### config.mk
export PLATFORM = sky130hd
export DESIGN_NAME = prog_loader
export DESIGN_NICKNAME = d
export VERILOG_FILES = /design/src/rtl/prog_loader.sv
export SDC_FILE = /design/constraint.sdc
export NUM_CORES = 1
export LEC_CHECK = 0
export BUFFER_PORTS_ARGS = -buffer_cell sky130_fd_sc_hd__clkbuf_2
export CORE_UTILIZATION = 59
export DETAILED_ROUTE_END_ITERATION = 6
export GPL_ROUTABILITY_DRIVEN = 1
export PLACE_DENSITY_LB_ADDON = 0.12
export SYNTH_ARGS = -nofsm -noshare
export SYNTH_HDL_FRONTEND = slang
export SYNTH_SLANG_ARGS = --single-unit
### constraint.sdc
create_clock -name clk -period 3.3 [get_ports clk]
set_input_delay 0.165 -clock clk [delete_from_list [all_inputs] [get_ports clk]]
set_output_delay 0.165 -clock clk [all_outputs]
set_load 0.02 [all_outputs]
### src/rtl/prog_loader.sv
// Byte-stream program loader: frames a 16-bit instruction image from the UART byte
// stream into instruction memory and holds the core in reset until the checksum verifies.
//
// state   | meaning
// IDLE    | hunting for SYNC_BYTE, other bytes discarded
// CNT_HI  | expecting word count high byte
// CNT_LO  | expecting word count low byte, range check
// DATA_HI | expecting instruction high byte
// DATA_LO | expecting instruction low byte, write issued next cycle
// CHECK   | expecting XOR checksum byte
// DONE    | image verified, core released
// ERR     | frame failed (checksum, size or timeout), core held
module prog_loader #(
  parameter int         ADDR_W    = 16,
  parameter logic [7:0] SYNC_BYTE = 8'hA5,
  parameter int         TIMEOUT   = 1000000
) (
  input  logic              clk,
  input  logic              rst,
  input  logic              start,
  input  logic [7:0]        rx_data,
  input  logic              rx_valid,
  output logic              rx_ready,
  output logic              imem_we,
  output logic [ADDR_W-1:0] imem_addr,
  output logic [15:0]       imem_wdata,
  output logic              proc_rst,
  output logic              busy,
  output logic              done,
  output logic              err,
  output logic [15:0]       words_loaded
);

  localparam int          TW        = $clog2(TIMEOUT + 1);
  localparam logic [32:0] MAX_WORDS = 33'd1 << ADDR_W;

  typedef enum logic [2:0] {
    IDLE, CNT_HI, CNT_LO, DATA_HI, DATA_LO, CHECK, DONE, ERR
  } state_t;

  state_t            state, nxt;
  logic [15:0]       count;
  logic [7:0]        hold;
  logic [7:0]        checksum;
  logic [ADDR_W-1:0] idx;
  logic [TW-1:0]     tmo_cnt;
  logic              we_q;

  logic              accept;
  logic              tmo_hit;
  logic              too_big;
  logic              last_word;
  logic [15:0]       cnt_full;

  function automatic logic in_frame(input state_t s);
    return s inside {CNT_HI, CNT_LO, DATA_HI, DATA_LO, CHECK};
  endfunction

  assign accept    = rx_valid & rx_ready;
  assign tmo_hit   = (tmo_cnt == TW'(TIMEOUT - 1));
  assign cnt_full  = {count[15:8], rx_data};
  assign too_big   = {17'd0, cnt_full} > MAX_WORDS;
  assign last_word = (words_loaded + 16'd1) == count;

  // The write strobe is registered, but a start landing on the issue cycle still kills it.
  assign imem_we = we_q & ~start;

  always_comb begin
    nxt = state;
    if (start) begin
      nxt = IDLE;
    end else if (accept) begin
      case (state)
        IDLE:    if (rx_data == SYNC_BYTE) nxt = CNT_HI;
        CNT_HI:  nxt = CNT_LO;
        CNT_LO: begin
          if (cnt_full == 16'd0) nxt = CHECK;
          else if (too_big)      nxt = ERR;
          else                   nxt = DATA_HI;
        end
        DATA_HI: nxt = DATA_LO;
        DATA_LO: nxt = last_word ? CHECK : DATA_HI;
        CHECK:   nxt = (rx_data == checksum) ? DONE : ERR;
        default: nxt = state;
      endcase
    end else if (in_frame(state) && tmo_hit) begin
      nxt = ERR;
    end
  end

  always_ff @(posedge clk or negedge rst) begin
    if (!rst) begin
      state        <= IDLE;
      rx_ready     <= 1'b0;
      we_q         <= 1'b0;
      imem_addr    <= '0;
      imem_wdata   <= 16'd0;
      proc_rst     <= 1'b1;
      busy         <= 1'b0;
      done         <= 1'b0;
      err          <= 1'b0;
      words_loaded <= 16'd0;
      checksum     <= 8'd0;
      tmo_cnt      <= '0;
      count        <= 16'd0;
      hold         <= 8'd0;
      idx          <= '0;
    end else begin
      state    <= nxt;
      rx_ready <= !(nxt == DONE || nxt == ERR);
      busy     <= in_frame(nxt);
      done     <= (nxt == DONE);
      err      <= (nxt == ERR);
      proc_rst <= (nxt != DONE);
      we_q     <= 1'b0;

      // Gap timer only runs while the frame stays open and the line is silent.
      if (in_frame(state) && in_frame(nxt) && !accept)
        tmo_cnt <= tmo_cnt + TW'(1);
      else
        tmo_cnt <= '0;

      if (accept && !start) begin
        case (state)
          IDLE: begin
            if (rx_data == SYNC_BYTE) begin
              checksum     <= 8'd0;
              words_loaded <= 16'd0;
              idx          <= '0;
            end
          end
          CNT_HI:  count[15:8] <= rx_data;
          CNT_LO:  count[7:0]  <= rx_data;
          DATA_HI: begin
            hold     <= rx_data;
            checksum <= checksum ^ rx_data;
          end
          DATA_LO: begin
            checksum     <= checksum ^ rx_data;
            we_q         <= 1'b1;
            imem_addr    <= idx;
            imem_wdata   <= {hold, rx_data};
            idx          <= idx + ADDR_W'(1);
            words_loaded <= words_loaded + 16'd1;
          end
          default: ;
        endcase
      end
    end
  end

endmodule

==> results.cfg, run 1 <==
[die]
die-width_um = 105.2
die_h_um = 105.2
core_um2 = 10320
rows = 37
pin_count = 66
initial_utilization_pct = 60.91
dieArea_um2 = 11080

[setup_path]
end_kind = flop
cp_max_fo = 8
path_delay_family = simple AND/OR/NAND/NOR gates
cp.buffers_inverters = 0
cpMaxStageDelayCell = nor4_1
slowest_delay_ns = 0.52
crit_chain = ha_1, nand4_1, nor4_1, xnor2_1, o21ai_0, or4_1, o31a_1
worstPathArrival_ns = 3.18
worstSetupPathType = reg2reg
cp.required_ns = 3.73
cp-start-kind = flop

[global_routing]
grt-ovfl-total = 0
antenna_found_initial = 0
grt_pass1_wl_um = 24150
track_usage_pct = 28.15
first_global_vias = 4861
grt_max_degree = 64

[detailed_routing]
ant_nets = 0
drt_iter0_markers = 330
wirelength_um = 14450
wl_per_cell_um = 16.44
dr.pass1.iters = 5
via_per_inst = 5.794
drc = 0
num_vias = 5093

[pwr]
power.static_leakage_nw = 3.404
vdd_ir_drop_max_uv = 485.6
finalPower_mw = 4.391
powerDensity_nw_per_um2 = 597.6

[timing]
rsz0062_at_grt = false
holdWs_ns = 0.03687
max-slew-margin-rel_pct = 50.12
fin_tns_setup_ns = 0
finClkSkew_ns = 0.008270
fmax_mhz = 363.2
timing.final.crit_share_pct = 83.42
period_minus_slack_ns = 2.753
tightest_slew_ns = 0.7447
slew_viol_final = 0
hold_viol = 0
setup_violations = 0

[synth]
synthCells = 666
synth_top_area_share_pct = 49.34
yosys-top-cells-area = dfrtp_1, nand2_1, mux2_2, o21ai_0, xnor2_1
synth_area_um2 = 6289
yosys.area.top_type = dfrtp_1
synth_seq_area_share_pct = 49.76
syn-num-nets = 681
yosysWarningCount = 0
synth_edf_count = 0
synth_area_per_cell_um2 = 9.442
synth-seq-cells = 125
synth_cell_types = 64
async_flop_share_pct = 100.0
synth_ff_type = dfrtp_1

[final_layout]
final_nets = 745
syn_to_final_growth_pct = 16.85
antennaDiodeCount = 0
final_common_cell = nand2_1
drive_above_1_share_pct = 21.00
n_fill_cell = 769
final_cell_mix = nand2_1, dfrtp_1, clkbuf_2

[clocking]
path_clk_slew_ns = 0.06
cts_tree = done
cts-root-buf = clkbuf_8
numClockSinks = 125
cts_setup_buffers = 0
clockBufferDepth = 2
clock_latency_ns = 0.54
ctsHtreeMaxLevel = 4
hold_buffers = 9
cts_resized = 0
cts_buffers = 17

[place]
hpwl_um = 9367
gp_congestion = 0.8746
port_buffers = 65

[job]
cap_violations = 0

[hold_path]
hp-class = in2reg

[run_status]
status = finished clean
[power breakdown]
group | internal, mW | total [mW] | switching [mW]
combinational | 0.311 | 0.698 | 0.387
sequential | 1.71 | 1.90 | 0.188
clock | 1.10 | 1.79 | 0.696
[cells by family (layout without fill, tap and decap cells)]
logic type      Yosys count  count (layout)  synth area share, %
compound gates          106             106                10.33
xor+xnor                 52              52                7.242
fa+ha+maj                 3               3               0.5970
buf+inv                  50             127                3.581
flops                   125             125                49.76
mux                      26              26                4.636
simple gates            304             304                23.86
[area by class of cell]
cell class / instances / area, um2 / share of cell area (%)
sequential: 125 / 3129 / 42.58
tap: 136 / 170.2 / 2.316
inverter: 12 / 45.04 / 0.6130
clock buffer: 19 / 431.7 / 5.874
timing repair buffer: 83 / 485.5 / 6.607
clock inverter: 13 / 142.6 / 1.941
multi-input combinational: 491 / 2944 / 40.06
[layer usage]
| layer | track usage (%) | part of all wire [%] |
|---|---|---|
| met5 | 0 | 0 |
| met4 | 10.36 | 1.1 |
| met3 | 6.988 | 5.1 |
| met2 | 43.23 | 47 |
| met1 | 38.81 | 47 |
[registers in the layout, indices dropped and copies added, names as in the netlist]
name          count
busy              1
idx              16
imem_wdata       16
checksum          8
rx_ready          1
tmo_cnt          20
words_loaded     16
hold              8
count            16
done              1
imem_addr        16
we_q              1
state             3
err               1
proc_rst          1
[worst paths after layout]
kind	start	to	slack, ns	cells after the start
min reg2reg	tmo_cnt[0]	tmo_cnt[0]	0.47	1
min	start	state[1]	0.04	3
max	words_loaded[0]	state[1]	0.55	7
max reg2reg	words_loaded[0]	state[1]	0.55	7
min in group asynchronous	rst	tmo_cnt[14]	0.20	2
max in group asynchronous	rst	proc_rst	2.11	3
[worst min-delay path, delay by kind of cell]
family / cells / cell delay, ns
buffers and inverters: 1 / 0.19
AO/OA/AOI/OAI: 2 / 0.18
[cells in the mapped netlist, types with 3 or more instances]
cell type,number
a21o_1,3
a21oi_1,7
a31oi_1,9
and2_1,4
and3_1,6
and4_1,4
buf_1,3
buf_2,5
buf_4,3
clkbuf_1,24
dfrtp_1,124
ha_1,3
inv_1,11
mux2_2,24
nand2_1,148
nand2b_1,5
nand3_1,16
nand4_1,15
nor2_1,49
nor3_1,12
nor3_2,10
nor4_1,14
o21ai_0,51
o21ai_1,12
o31ai_1,5
or4_1,3
xnor2_1,27
xor2_1,25
[through the flow]
step           std cells  util (%)  area, um2  worst slack, ns
4_1_cts              879     71.18       7348           0.5530
6_report             879     71.18       7348           0.5470
5_1_grt              879     71.18       7348           0.3845
3_5_place_dp         838     64.74       6684           0.5424
2_1_floorplan        666         -       6289           0.7944
3_3_place_gp         838     64.74       6684           0.6768
(Power assumes the default switching activity.)
==> inputs of run 2 (changes only) <==
ABC_AREA = 1   (was unset)
clock period = 2.82 ns   (was 3.3 ns; I/O delays follow)
==> results.cfg, run 2 <==
[clocking]
cts_buffers = 17
clockBufferDepth = 2
cts_tree = done
numClockSinks = 125
path_clk_slew_ns = 0.06
cts-root-buf = clkbuf_8
ctsHtreeMaxLevel = 4
clock_latency_ns = 0.53

[setup_path]
cpMaxStageDelayCell = dfrtp_1
worstSetupPathType = reg2reg
path_common_cell = nand2_1
slowest_delay_ns = 0.43
end_kind = flop
cp_max_fo = 20
crit_chain = ha_2, nand2_1, nor2_4, buf_4, nand3_1, nand2_1, nand2_1, nand2_1, nand2_1, nor2_1, nand2_1, nor2_1, nand3_1, a21boi_2, nand2_2, nand3_2, buf_8, nor2_1
cp-start-kind = flop
cp.required_ns = 3.23
worstPathArrival_ns = 2.97

[synth]
yosys.area.top_type = dfrtp_1
synth_area_um2 = 6235
synthCells = 791
syn-num-nets = 806
synth_cell_types = 38
synth-seq-cells = 125
yosys-top-cells-count = nand2_1, dfrtp_1, inv_1, nand3_1, nor2_1
synth_ff_type = dfrtp_1
async_flop_share_pct = 100.0
yosysMostFrequentCell = nand2_1
synth_top_area_share_pct = 49.77
synth_seq_area_share_pct = 50.19
yosysWarningCount = 0
yosys-top-cells-area = dfrtp_1, nand2_1, nand3_1, inv_1, o21ai_0
synth_area_per_cell_um2 = 7.882
synth_edf_count = 0

[place]
hpwl_um = 11040
gp_congestion = 0.9515
port_buffers = 65

[final_layout]
final_cell_mix = nand2_1, dfrtp_1, inv_1
largest-register = tmo_cnt
drive_above_1_share_pct = 15.75
antennaDiodeCount = 0
largest_reg_flops = 20
n_fill_cell = 826
area.sequential_um2 = 3131
multi_input_area_um2 = 2688
final_common_cell = nand2_1
syn_to_final_growth_pct = 19.69
final_nets = 897

[detailed_routing]
wl_per_cell_um = 15.24
num_vias = 5697
ant_nets = 0
via_per_inst = 5.526
drt_iter0_markers = 415
dr.pass1.iters = 6
wirelength_um = 15710
drc = 0

[timing]
hold_viol = 0
fin_tns_setup_ns = 0
slew_viol_final = 0
period_minus_slack_ns = 2.563
max-slew-margin-rel_pct = 61.98
rsz0062_at_grt = false
tightest_slew_ns = 0.5650
finClkSkew_ns = 0.005929
fmax_mhz = 390.2
setup_violations = 0
timing.final.crit_share_pct = 90.88

[job]
cap_violations = 0

[die]
initial_utilization_pct = 60.66
dieArea_um2 = 10980
core_um2 = 10280
pin_count = 66
die-width_um = 104.8
die_h_um = 104.8
rows = 37

[global_routing]
track_usage_pct = 31.25
first_global_vias = 5650
grt_max_degree = 45
grt-ovfl-total = 0
antenna_found_initial = 0
grt_pass1_wl_um = 26850

[hold_path]
hp-class = in2reg

[pwr]
power.static_leakage_nw = 3.810
finalPower_mw = 6.871
vdd_ir_drop_max_uv = 431.2
powerDensity_nw_per_um2 = 920.7

[run_status]
status = finished clean
==> run 2: cell count changes in the layout (fill, tap and decap cells not counted), moves of 10 or more <==
cell | previous run | this run
nor2_1 | 49 | 68
nand3_1 | 15 | 75
nand2_1 | 148 | 229
inv_1 | 11 | 91
o21ai_1 | 12 | 2
o21ai_0 | 51 | 65
xnor2_1 | 27 | 5
nor2_2 | 2 | 14
mux2_2 | 24 | 0
nor3_2 | 10 | 0
==> run 2: final timing paths <==
path                                      to  slack (ns)       startpoint  cells after the start
worst max-delay path             tmo_cnt[15]        0.26  words_loaded[1]                     18
worst min-delay path                state[2]        0.03            start                      3
worst max register to register   tmo_cnt[15]        0.26  words_loaded[1]                     18
worst min register to register    tmo_cnt[0]        0.47       tmo_cnt[0]                      1
max in group asynchronous            idx[11]        1.97              rst                      3
min in group asynchronous       imem_addr[5]        0.15              rst                      2
==> run 2: repair_timing <==
action	in CTS	in global routing
setup endpoints to repair	0	20
gates resized for setup	0	7
hold buffers	9	0
endpoints found under the hold margin	47	0
buffers inserted	0	2
==> run 2: metrics by stage <==
step / cell area, um2 / setup WS [ns] / hold slack, ns / instances / utilization, %
after floorplan: 6235 / 0.5216 / -0.1546 / 791 / -
after global placement: 6769 / 0.3591 / 0.1629 / 988 / 65.86
after detailed placement: 6769 / 0.2104 / 0.1762 / 988 / 65.86
after CTS: 7426 / 0.1803 / 0.007696 / 1029 / 72.25
after global routing: 7462 / 0.01025 / 0.04339 / 1031 / 72.61
final: 7462 / 0.2571 / 0.03425 / 1031 / 72.61
==> run 2: critical path: cells and delay by family, from the launching register on <==
| family | cells | cell delay [ns] |
|---|---|---|
| simple gates | 14 | 1.28 |
| flops | 1 | 0.43 |
| buf+inv | 2 | 0.33 |
| fa+ha+maj | 1 | 0.23 |
| compound gates | 1 | 0.17 |
==> run 2: cell families (layout without fill, tap and decap cells) <==
| family | Yosys count | count (layout) | synth area share, % |
|---|---|---|---|
| AOI/OAI and AO/OA | 97 | 97 | 8.629 |
| xor gates and xnor gates | 25 | 25 | 3.733 |
| adders and majority gates | 3 | 3 | 0.6021 |
| buffers and inverters | 111 | 215 | 6.943 |
| and+or+nand+nor | 430 | 430 | 29.90 |
| DFF | 125 | 125 | 50.19 |
==> run 2: layout make-up <==
class | count | area share [%]
flip-flops and latches | 125 | 41.95
well taps | 136 | 2.280
repair buffers | 90 | 7.478
clock inverters | 10 | 1.526
inverters | 93 | 4.678
clock buffers | 22 | 6.070
multi-input cells | 555 | 36.02
==> run 2: power by group <==
group / switching (mW) / internal (mW)
clock: 0.799 / 1.30
sequential: 0.480 / 2.26
combinational: 1.33 / 0.695
total: 2.61 / 4.26
==> run 2: per-layer routing <==
metal,vias up,part of all wire (%),track usage (%)
li1,2745,-,-
met1,2727,44,41.53
met2,195,49,51.23
met3,30,5.4,5.614
met4,0,1.8,12.17
met5,-,0,0
==> inputs of run 3 (changes only) <==
clock period = 2.75 ns   (was 2.82 ns; I/O delays follow)
==> results.cfg, run 3 (same netlist as run 2, synthesis figures left out) <==
[pwr]
seq_power_share_pct = 38.8
powerDensity_nw_per_um2 = 956.6
swShare_pct = 36.80
power.static_leakage_nw = 3.845
combPwrFrac_pct = 29.2
internal_power_mw = 4.569
p_switching_mw = 2.660
finalPower_mw = 7.228
vdd_ir_drop_max_uv = 450.6
clkPwrFrac_pct = 32.1

[clocking]
cts-root-buf = clkbuf_8
cts_tree = done
numClockSinks = 125
cts_buffers = 17
clockBufferDepth = 2
path_clk_slew_ns = 0.06
clock_latency_ns = 0.52
ctsHtreeMaxLevel = 4

[final_layout]
drive_above_1_share_pct = 16.09
final_cell_mix = nand2_1, dfrtp_1, inv_1
final_nets = 898
largest_reg_flops = 20
final_common_cell = nand2_1
largest-register = tmo_cnt
syn_to_final_growth_pct = 21.19
final_cells = 1031
post-route-util_pct = 73.52
antennaDiodeCount = 0

[die]
core_um2 = 10280
die_h_um = 104.8
initial_utilization_pct = 60.66
rows = 37
dieArea_um2 = 10980
die-width_um = 104.8
pin_count = 66

[run_status]
status = finished clean

[timing]
fmax_mhz = 390.8
period_minus_slack_ns = 2.559
hold_viol = 0
slew_viol_final = 0
tightest_slew_ns = 0.6446
timing.final.crit_share_pct = 93.06
max-slew-margin-rel_pct = 57.03
finClkSkew_ns = 0.005691
setup_violations = 0

[detailed_routing]
ant_nets = 0
wl_per_cell_um = 15.07
via_per_inst = 5.577
wirelength_um = 15530
dr.pass1.iters = 6
drc = 0
drt_iter0_markers = 360
num_vias = 5750

[setup_path]
worstSetupPathType = reg2reg
crit_chain = nand3_1, nor2_2, nand2_1, nand2_1, nand2_1, nand2_1, nand2_1, nor2_1, nand2_1, nor2_1, nand3_2, nand2_1, nand2_1, nand3_1, nand3_4, clkbuf_16, nor2_1
cp-start-kind = flop
slowest_delay_ns = 0.49
cpMaxStageDelayCell = dfrtp_1
path_common_cell = nand2_1
end_kind = flop
cp.required_ns = 3.20
cp_max_fo = 10
worstPathArrival_ns = 3.01

[global_routing]
grt_max_degree = 70
grtUsageMet1_pct = 39.87
use_met2_pct = 47.92
antenna_found_initial = 0
first_global_vias = 5637
grt_pass1_wl_um = 26040
grt-ovfl-total = 0
met3_usage_pct = 6.675
grt.busiest_layer = met2
track_usage_pct = 30.11

[place]
port_buffers = 65
hpwl_um = 10460
gp_congestion = 0.9448
place_inst = 985

[hold_path]
hp-class = in2async

[job]
cap_violations = 0
[run 3: area by class of cell]
type	count	area [um2]
clock buffer	23	486.7
clock inverter	8	131.4
fill	779	2721
inverter	93	349.1
multi-input combinational	555	2698
sequential	125	3131
tap	136	170.2
timing repair buffer	91	590.6
[run 3: metal layers]
layer	up-vias	share of wire [%]
met5	-	0
met4	0	2.5
met3	44	6.7
met2	253	48
met1	2692	43
li1	2761	-
[run 3: what timing repair did]
| action | CTS | global route |
|---|---|---|
| hold buffers | 10 | 0 |
| resized for setup | 0 | 7 |
| buffers inserted | 0 | 4 |
| endpoints found under the hold margin | 45 | 0 |
| setup endpoints to repair | 0 | 20 |
[run 3: final timing paths]
check / start / endpoint / slack, ns / cells after the start
max: words_loaded[2] / tmo_cnt[13] / 0.19 / 17
min: rst / idx[8] / 0.12 / 2
max reg2reg: words_loaded[2] / tmo_cnt[13] / 0.19 / 17
min reg2reg: imem_wdata[9] / imem_wdata[9] / 0.47 / 2
max in group asynchronous: rst / state[0] / 1.87 / 3
min in group clk: rx_valid / state[1] / 0.18 / 5
[run 3: worst max-delay path: cells and delay by family (launching register included)]
family,cells,cell delay [ns]
DFF,1,0.49
buffers and inverters,1,0.20
and+or+nand+nor,16,1.79
[run 3: stage by stage]
stage / setup slack [ns] / hold WS (ns) / instance area (um2) / TNS [ns]
3_3_place_gp: 0.3724 / 0.1423 / 6759 / 0
2_1_floorplan: 0.4516 / -0.1581 / 6235 / 0
6_report: 0.1909 / 0.1224 / 7556 / 0
4_1_cts: 0.1728 / 0.1330 / 7477 / 0
5_1_grt: -0.02600 / 0.1713 / 7556 / -0.1337
3_5_place_dp: 0.2085 / 0.1462 / 6759 / 0
[run 3: power groups by stage]
stage	combinational, mW	clock (mW)	sequential, mW
2_1_floorplan	1.12	0	3.01
3_3_place_gp	1.97	0	2.79
3_5_place_dp	2.02	0	2.81
4_1_cts	2.05	2.33	2.80
5_1_grt	2.38	2.40	2.87
6_report	2.11	2.32	2.80
